[src/rtl/gpio_lb_pkg.sv]
// gpio_lb_pkg: shared types, widths and LFSR helpers for the GPIO loopback sequencer
package gpio_lb_pkg;
    localparam int DATA_W = 16;
    localparam int BUS_W = 17;
    localparam logic [DATA_W-1:0] DEFAULT_SEED = 16'hACE1;
    localparam logic [DATA_W-1:0] LFSR_TAPS = 16'hB400;

    typedef enum logic [1:0] {IDLE, DRIVE, CHECK, DONE} state_t;

    function automatic logic [DATA_W-1:0] lfsr_next(input logic [DATA_W-1:0] q);
        return {q[DATA_W-2:0], ^(q & LFSR_TAPS)};
    endfunction

    function automatic logic [BUS_W-1:0] with_parity(input logic [DATA_W-1:0] d);
        return {^d, d};
    endfunction
endpackage

[src/rtl/lfsr16.sv]
// lfsr16: 16-bit Fibonacci LFSR (x^16+x^14+x^13+x^11+1) with synchronous load
module lfsr16 import gpio_lb_pkg::*; #(
    parameter logic [DATA_W-1:0] INIT = DEFAULT_SEED
) (
    input  logic              clk,
    input  logic              reset,
    input  logic              load,
    input  logic [DATA_W-1:0] seed,
    input  logic              advance,
    output logic [DATA_W-1:0] q
);
    // load has priority over advance so a new run always restarts from the seed
    always_ff @(posedge clk or posedge reset) begin
        if (reset) q <= INIT;
        else if (load) q <= seed;
        else if (advance) q <= lfsr_next(q);
    end
endmodule

[src/rtl/gpio_loopback_seq.sv]
// gpio_loopback_seq: drives LFSR vectors with even parity onto GPIOOUT and scores the looped-back GPIOIN
module gpio_loopback_seq import gpio_lb_pkg::*; #(
    parameter int                NUM_VECTORS = 16,
    parameter int                LATENCY     = 1,
    parameter logic [DATA_W-1:0] SEED        = DEFAULT_SEED
) (
    input  logic             clk,
    input  logic             reset,
    input  logic             start,
    input  logic             abort,
    input  logic             inject_en,
    input  logic [7:0]       inject_idx,
    input  logic [BUS_W-1:0] GPIOIN,
    output logic [BUS_W-1:0] GPIOOUT,
    output logic             error,
    output logic             busy,
    output logic             done,
    output logic             pass,
    output logic [7:0]       mismatch_cnt,
    output logic [7:0]       parity_err_cnt
);
    state_t            state;
    logic [7:0]        idx;
    logic [7:0]        inj_idx;
    logic              inj_en;
    logic [3:0]        settle;
    logic [DATA_W-1:0] lfsr_q;
    logic              kick;
    logic              last;
    logic              step;

    assign kick = state == IDLE && start && !abort;
    assign last = idx == 8'(NUM_VECTORS - 1);
    assign step = state == CHECK && !abort && !last;
    assign busy = state == DRIVE || state == CHECK;
    assign done = state == DONE;

    lfsr16 #(.INIT(SEED)) u_lfsr (
        .clk    (clk),
        .reset  (reset),
        .load   (kick),
        .seed   (SEED),
        .advance(step),
        .q      (lfsr_q)
    );

    // sequencer: drive a vector, let it settle LATENCY cycles, score the loopback, move on
    always_ff @(posedge clk or posedge reset) begin
        if (reset) begin
            state          <= IDLE;
            GPIOOUT        <= '0;
            error          <= 1'b0;
            pass           <= 1'b0;
            mismatch_cnt   <= 8'h00;
            parity_err_cnt <= 8'h00;
            idx            <= 8'h00;
            inj_idx        <= 8'h00;
            inj_en         <= 1'b0;
            settle         <= 4'h0;
        end else begin
            case (state)
                IDLE: if (kick) begin
                    state          <= DRIVE;
                    mismatch_cnt   <= 8'h00;
                    parity_err_cnt <= 8'h00;
                    pass           <= 1'b0;
                    idx            <= 8'h00;
                    settle         <= 4'h0;
                    inj_en         <= inject_en;
                    inj_idx        <= inject_idx;
                    GPIOOUT        <= with_parity(SEED);
                    error          <= inject_en && inject_idx == 8'h00;
                end
                DRIVE: if (abort) begin
                    state   <= IDLE;
                    GPIOOUT <= '0;
                    error   <= 1'b0;
                end else if (settle == 4'(LATENCY - 1)) begin
                    state  <= CHECK;
                    settle <= 4'h0;
                end else begin
                    settle <= settle + 4'h1;
                end
                CHECK: if (abort) begin
                    state   <= IDLE;
                    GPIOOUT <= '0;
                    error   <= 1'b0;
                end else begin
                    if (GPIOIN[DATA_W-1:0] != GPIOOUT[DATA_W-1:0] && mismatch_cnt != 8'hFF)
                        mismatch_cnt <= mismatch_cnt + 8'h01;
                    if (^GPIOIN && parity_err_cnt != 8'hFF)
                        parity_err_cnt <= parity_err_cnt + 8'h01;
                    if (last) begin
                        state <= DONE;
                        error <= 1'b0;
                    end else begin
                        state   <= DRIVE;
                        idx     <= idx + 8'h01;
                        GPIOOUT <= with_parity(lfsr_next(lfsr_q));
                        error   <= inj_en && inj_idx == idx + 8'h01;
                    end
                end
                DONE: begin
                    state <= IDLE;
                    pass  <= mismatch_cnt == 8'h00 && parity_err_cnt == 8'h00;
                end
                default: state <= IDLE;
            endcase
        end
    end
endmodule

[config.mk]
export PLATFORM = sky130hd
export DESIGN_NAME = gpio_loopback_seq
export DESIGN_NICKNAME = d
export VERILOG_FILES = /design/src/rtl/gpio_lb_pkg.sv /design/src/rtl/lfsr16.sv /design/src/rtl/gpio_loopback_seq.sv
export SDC_FILE = /design/constraint.sdc
export NUM_CORES = 1
export LEC_CHECK = 0
export BUFFER_PORTS_ARGS = -buffer_cell sky130_fd_sc_hd__buf_2
export CORE_MARGIN = 1.5
export CORE_UTILIZATION = 61
export DETAILED_ROUTE_END_ITERATION = 10
export GPL_TIMING_DRIVEN = 0
export HOLD_SLACK_MARGIN = 0.03
export PLACE_DENSITY = 0.87
export SETUP_SLACK_MARGIN = 0.2
export SYNTH_ARGS = -nofsm -noshare
export SYNTH_HDL_FRONTEND = slang
export SYNTH_SLANG_ARGS = --single-unit
export TNS_END_PERCENT = 30
[constraint.sdc]
create_clock -name clk -period 3.65 [get_ports clk]
set_input_delay 0.365 -clock clk [delete_from_list [all_inputs] [get_ports clk]]
set_output_delay 0.365 -clock clk [all_outputs]
set_load 0.1 [all_outputs]
==> qor.yml, run 1 <==
yosys:
  synth_compound_area_share_pct: 12.7
  synth_fa_ha_area_share_pct: 3.29
  yosys_warnings: 0
  synth_nets: 516
  ys_seq_area_share_pct: 44.5
  synthArstFlopShare_pct: 100
  yosys-mux-area-fraction_pct: 0.568
  yosys.area_share.simple_pct: 22.1
  synth_top_family_by_area: "simple AND/OR/NAND/NOR gates"
  ys_types: 44
  synth_edf_count: 0
  synthXorXnorAreaFrac_pct: 13.7
  syn_area_um2: 4190
  synthFlopType: "dfrtp_1"
  synth.ff_latch_count: 74
  avgSynthCellArea_um2: 8.81
  syn_inst: 475
timing:
  fmax_mhz: 394
  grt_setup_unrepaired: "false"
  timing.final.crit_share_pct: 69.6
  period_minus_slack_ns: 2.54
  slew_violations: 0
  worst_pin_slew_ns: 0.897
  setup_tns_ns: 0
  whs_ns: 0.204
  finalSetupViolations: 0
  skew_ns: 0.0117
  slew_headroom_pct: 40.2
  hold_violations: 0
cts:
  cts_setup_buffers: 0
  cts_resized: 0
  ctsHoldBuffers: 0
  clk_path_buf_depth: 2
  clkLatencyLatePin_ns: 0.36
  ctsHtreeMaxLevel: 3
  cts_root_buf: "clkbuf_8"
  cts_tree: "built"
  clkSlewWorstSetupHoldPaths_ns: 0.09
  numCtsBuffers: 9
  cts.sinks: 74
worst_setup_path:
  critPathCaptureType: "register"
  crit_required_ns: 3.89
  reg2reg_slack_ns: 1.11
  worstSetupStartpoint: "state[1]$_DFFE_PP0P_"
  reg2reg_to: "GPIOOUT[11]$_DFFE_PP0P_"
  reg2reg_depth: 9
  endpoint: "GPIOOUT[11]$_DFFE_PP0P_"
  cp.arrival_ns: 2.78
  r2r_start: "state[1]$_DFFE_PP0P_"
  start_kind: "register"
  path_max_fanout: 10
  path_class: "reg -> reg"
detailed_routing:
  detail_route.wirelength_um: 9860
  dr_total_vias: 3801
  drc: 0
  viasPerCell: 5.97
  detail-route-antenna-nets: 0
  wl_per_cell_um: 15.5
  drt_iter0_drc: 286
  firstDrtPassIters: 5
power_and_ir_drop:
  p_leak_nw: 2.24
  vdd_drop_max_mv: 0.494
  power_density_nw_per_um2: 767
global_route:
  grt_pass1_wl_um: 16500
  grt_overflow: 0
  grt_max_degree: 75
  grt_use_total_pct: 28.4
  antenna_found_initial: 0
  grt_pass1_vias: 3577
finish:
  fin_util_pct: 71.6
  layout_commonest_cell: "nand2_1"
  final_cell_mix: "89 x nand2_1, 70 x buf_2, 66 x dfrtp_1, 42 x o21ai_0"
  antennaDiodeCount: 0
  drive_above_1_share_pct: 18.0
  nNetsFinal: 593
  fin_area_um2: 4810
  fin_cells: 637
  fillers: 534
  syn2layout_area_growth_pct: 14.9
placed_design:
  place_area_um2: 4620
  gp_congestion: 0.907
  hpwl_um: 7120
  place_inst: 621
  portBuffers: 66
die:
  die_h_um: 85.8
  core_area_um2: 6720
  rows: 30
  io_pins: 67
  start_util_pct: 62.3
  dieArea_um2: 7370
  die_w_um: 85.8
job:
  cap_violations: 0
outcome:
  status: "completed"
hold_path:
  hold_path_class: "in -> async"
-- how the worst min path moves through the flow --
stage / from / to / cells after the start
detailed placement: inj_en$_DFFE_PP0P_ / inj_en$_DFFE_PP0P_ / 2
finish: reset / GPIOOUT[3]$_DFFE_PP0P_ / 2
CTS: inject_idx[5] / inj_idx[5]$_DFFE_PP0P_ / 3
floorplan: inj_en$_DFFE_PP0P_ / inj_en$_DFFE_PP0P_ / 2
global route: inject_idx[5] / inj_idx[5]$_DFFE_PP0P_ / 3
global placement: inj_en$_DFFE_PP0P_ / inj_en$_DFFE_PP0P_ / 2
-- final cells by class --
type                            count  area, µm²  share of cell area (%)
Timing Repair Buffer               66        330                    6.87
Sequential cell                    74       1860                    38.7
Clock buffer                        9        124                    2.57
Clock inverter                      7       68.8                    1.43
Multi-Input combinational cell    367       2190                    45.5
Tap cell                           80        100                    2.08
Inverter                           16       62.6                    1.30
Buffer                             18       73.8                    1.53
-- routing by layer --
layer	up-vias	GRT usage, %	share of wire [%]
met5	-	0	0
met4	0	9.97	2.2
met3	21	7.03	6.5
met2	158	44.5	46
met1	1832	38.6	45
li1	1790	-	-
-- logic make-up (layout without fill, tap and decap cells) --
family / after synthesis / in the layout
xor gates and xnor gates: 62 / 62
buffers and inverters: 34 / 116
muxes: 2 / 2
and+or+nand+nor: 197 / 197
AOI/OAI and AO/OA: 95 / 95
DFF: 74 / 74
adders and majority gates: 11 / 11
-- synth_stat cells (2+ instances only) --
master	count	area, µm²
a22o_1	4	35.0
nand4_1	7	43.8
ha_1	11	138
o21ai_0	42	210
and3_1	4	25.0
nor3b_1	2	15.0
o21ai_1	3	15.0
o31ai_1	4	30.0
o21a_1	2	15.0
nand4b_1	2	17.5
nor2b_1	4	25.0
o32a_1	2	20.0
or3_1	5	31.3
nand2_1	89	334
buf_2	4	20.0
nand2b_1	4	25.0
o211ai_1	2	15.0
or4_1	4	30.0
and2_1	2	12.5
nand3_1	32	160
a21oi_1	30	150
xor2_1	28	245
nor2_1	25	93.8
nor3_1	5	25.0
dfrtp_1	66	1650
clkbuf_1	12	45.0
inv_1	16	60.1
nor4_1	7	43.8
dfstp_2	8	210
xnor2_1	32	280
nor4b_1	2	17.5
a31oi_1	3	18.8
-- sequential cells by signal, indices dropped and copies added (netlist names) --
| signal | cells |
|---|---|
| error | 1 |
| parity_err_cnt | 8 |
| idx | 8 |
| state | 2 |
| settle | 4 |
| inj_en | 1 |
| mismatch_cnt | 8 |
| GPIOOUT | 17 |
| pass | 1 |
| inj_idx | 8 |
| u_lfsr.q | 16 |
-- power breakdown --
group | leakage, nW | total (mW) | internal, mW | switching, mW
registers | 0.967 | 1.25 | 1.04 | 0.212
clock network | 0.0954 | 0.640 | 0.314 | 0.325
logic | 1.18 | 1.80 | 0.509 | 1.29
-- per-stage QoR --
stage	worst slack (ns)	power (mW)
CTS	1.11	3.68
detailed placement	1.13	3.04
finish	1.11	3.69
global route	0.829	3.90
floorplan	1.22	2.67
global placement	0.582	2.98
-- critical path, cell delays in order, from the launching register on --
cell	delay, ns
dfrtp_1	0.42
inv_1	0.11
ha_1	0.17
clkbuf_1	0.31
nand3b_1	0.23
a21oi_1	0.47
o21ai_1	0.28
buf_2	0.26
nand2_1	0.09
o21ai_0	0.08
No activity file was read; power rests on OpenSTA's default activity.
==> run 2, diff against run 1 <==
Settings changed: CORE_UTILIZATION 61 to 57, PLACE_DENSITY 0.87 to 0.82.
Clock period 3.65 ns to 2.5 ns, I/O delays scaled along.
==> run 2 against run 1 <==
Setup slack got worse by 0.85 ns. Die area increased by 6.8%. First-iteration DRC count decreased by 17%. Core utilization decreased by 2.9 points. Highest routed layer unchanged. Cell count increased by 3.0%. Worst hold slack got worse by 0.12 ns.
==> qor.yml, run 2 (same netlist as run 1, synthesis figures left out) <==
outcome:
  status: "completed"
global_route:
  grt_overflow: 0
  antenna_found_initial: 0
  grt_max_degree: 75
  grt_pass1_wl_um: 15300
  grt_pass1_vias: 3322
  grt_use_total_pct: 25.3
finish:
  antennaDiodeCount: 0
  drive_above_1_share_pct: 20.5
  reg.largest.list: "GPIOOUT: 17 flops, u_lfsr.q: 16 flops"
  final_cell_mix: "89 x nand2_1, 66 x buf_2, 63 x dfrtp_1, 42 x o21ai_0, 32 x xnor2_1"
  fin_util_pct: 68.7
  layout_commonest_cell: "nand2_1"
  nNetsFinal: 593
  fin_area_um2: 4930
  largest_reg_flops: 17
  syn2layout_area_growth_pct: 17.8
  fin_cells: 656
  largest_register: "GPIOOUT"
worst_setup_path:
  start_kind: "register"
  worst-path-buf-inv: 2
  path_class: "reg -> reg"
  crit_chain: "inv_1, ha_1, clkbuf_2, nor2b_2, o221ai_2, nor2_1, mux2i_4, or4_1, a21oi_1"
  crit_family: "simple AND/OR/NAND/NOR gates"
  crit_required_ns: 2.77
  path_max_fanout: 10
  cp.arrival_ns: 2.51
  critPathCaptureType: "register"
  cpPeakStageDelay_ns: 0.49
  crit_path_top_delay_cell: "or4_1"
power_and_ir_drop:
  internal_power_mw: 2.92
  swShare_pct: 47.5
  vdd_drop_max_mv: 0.561
  pwr-share-seq_pct: 33.1
  p_leak_nw: 2.28
  clkPwrFrac_pct: 19.2
  power_density_nw_per_um2: 1130
  p_switching_mw: 2.64
  power_frac_comb_pct: 47.7
detailed_routing:
  drt_iter0_drc: 236
  drc: 0
  dr_total_vias: 3686
  wl_per_cell_um: 14.9
  firstDrtPassIters: 4
  viasPerCell: 5.62
  detail-route-antenna-nets: 0
  detail_route.wirelength_um: 9800
placed_design:
  hpwl_um: 7100
  gp_congestion: 0.874
  place_area_um2: 4650
  portBuffers: 66
  place_inst: 640
timing:
  fmax_mhz: 447
  skew_ns: 0.0110
  slew_violations: 0
  hold_violations: 0
  slew_headroom_pct: 39.3
  timing.final.crit_share_pct: 89.5
  finalSetupViolations: 0
  grt_setup_unrepaired: "true"
  period_minus_slack_ns: 2.24
  worst_pin_slew_ns: 0.911
  whs_ns: 0.0872
cts:
  numCtsBuffers: 9
  cts_tree: "built"
  clkLatencyLatePin_ns: 0.35
  cts_root_buf: "clkbuf_8"
  cts.sinks: 74
  ctsHtreeMaxLevel: 3
  cts_setup_buffers: 0
  ctsHoldBuffers: 0
  clkSlewWorstSetupHoldPaths_ns: 0.09
  clk_path_buf_depth: 2
job:
  cap_violations: 0
die:
  die_h_um: 88.7
  die_w_um: 88.7
  io_pins: 67
  start_util_pct: 58.3
  core_area_um2: 7180
  rows: 31
  dieArea_um2: 7870
hold_path:
  hold_path_class: "in -> async"
==> run 2: cell count changes in the layout (fill, tap and decap cells not counted), sizes merged <==
cell,previous run,this run
clkbuf,22,27
bufinv,1,2
clkinv,3,1
clkinvlp,2,0
buf,71,69
==> run 2: area by class of cell <==
cell class / count / area (µm²)
fill: 547 / 2250
multi-input combinational: 367 / 2230
timing repair buffer: 66 / 330
tap: 99 / 124
clock inverter: 4 / 73.8
clock buffer: 12 / 155
sequential: 74 / 1870
buffer: 18 / 88.8
inverter: 16 / 62.6
==> run 2: timing repair <==
| action | CTS | global route |
|---|---|---|
| gates resized for setup | 3 | 18 |
| cloned | 0 | 0 |
| endpoints found under the setup margin | 26 | 61 |
| pin swaps | 0 | 1 |
==> run 2: power groups by stage <==
stage               sequential, mW  clock (mW)  combinational (mW)
global placement              1.84           0                2.53
global route                  1.88        1.12                2.87
detailed placement            1.85           0                2.58
finish                        1.84        1.06                2.65
floorplan                     2.53           0                1.37
CTS                           1.83        1.08                2.61
==> run 2: per-stage QoR <==
step           power, mW  worst slack (ns)  TNS (ns)
2_1_floorplan       3.90             0.203         0
3_3_place_gp        4.36            -0.715    -32.77
3_5_place_dp        4.44            0.0727         0
4_1_cts             5.52             0.179         0
5_1_grt             5.87             0.126         0
6_report            5.56             0.263         0
==> run 2: per-layer routing <==
metal	vias to the layer above	global-route usage [%]	wire, µm
met1	1768	33.7	4470
met2	104	41.2	4620
met4	0	10.4	227
li1	1794	-	-
met5	-	0	0
met3	20	4.38	479
==> run 2: worst paths after layout <==
path	startpoint	slack (ns)	endpoint	depth (start not counted)
worst min-delay path	reset	0.09	parity_err_cnt[6]$_DFFE_PP0P_	2
max in group asynchronous	reset	1.75	parity_err_cnt[0]$_DFFE_PP0P_	2
min in group clk	inject_idx[4]	0.11	inj_idx[4]$_DFFE_PP0P_	3
worst max register to register	state[0]$_DFFE_PP0P_	0.26	parity_err_cnt[7]$_DFFE_PP0P_	9
worst min register to register	inj_en$_DFFE_PP0P_	0.48	inj_en$_DFFE_PP0P_	2
worst max-delay path	state[0]$_DFFE_PP0P_	0.26	parity_err_cnt[7]$_DFFE_PP0P_	9
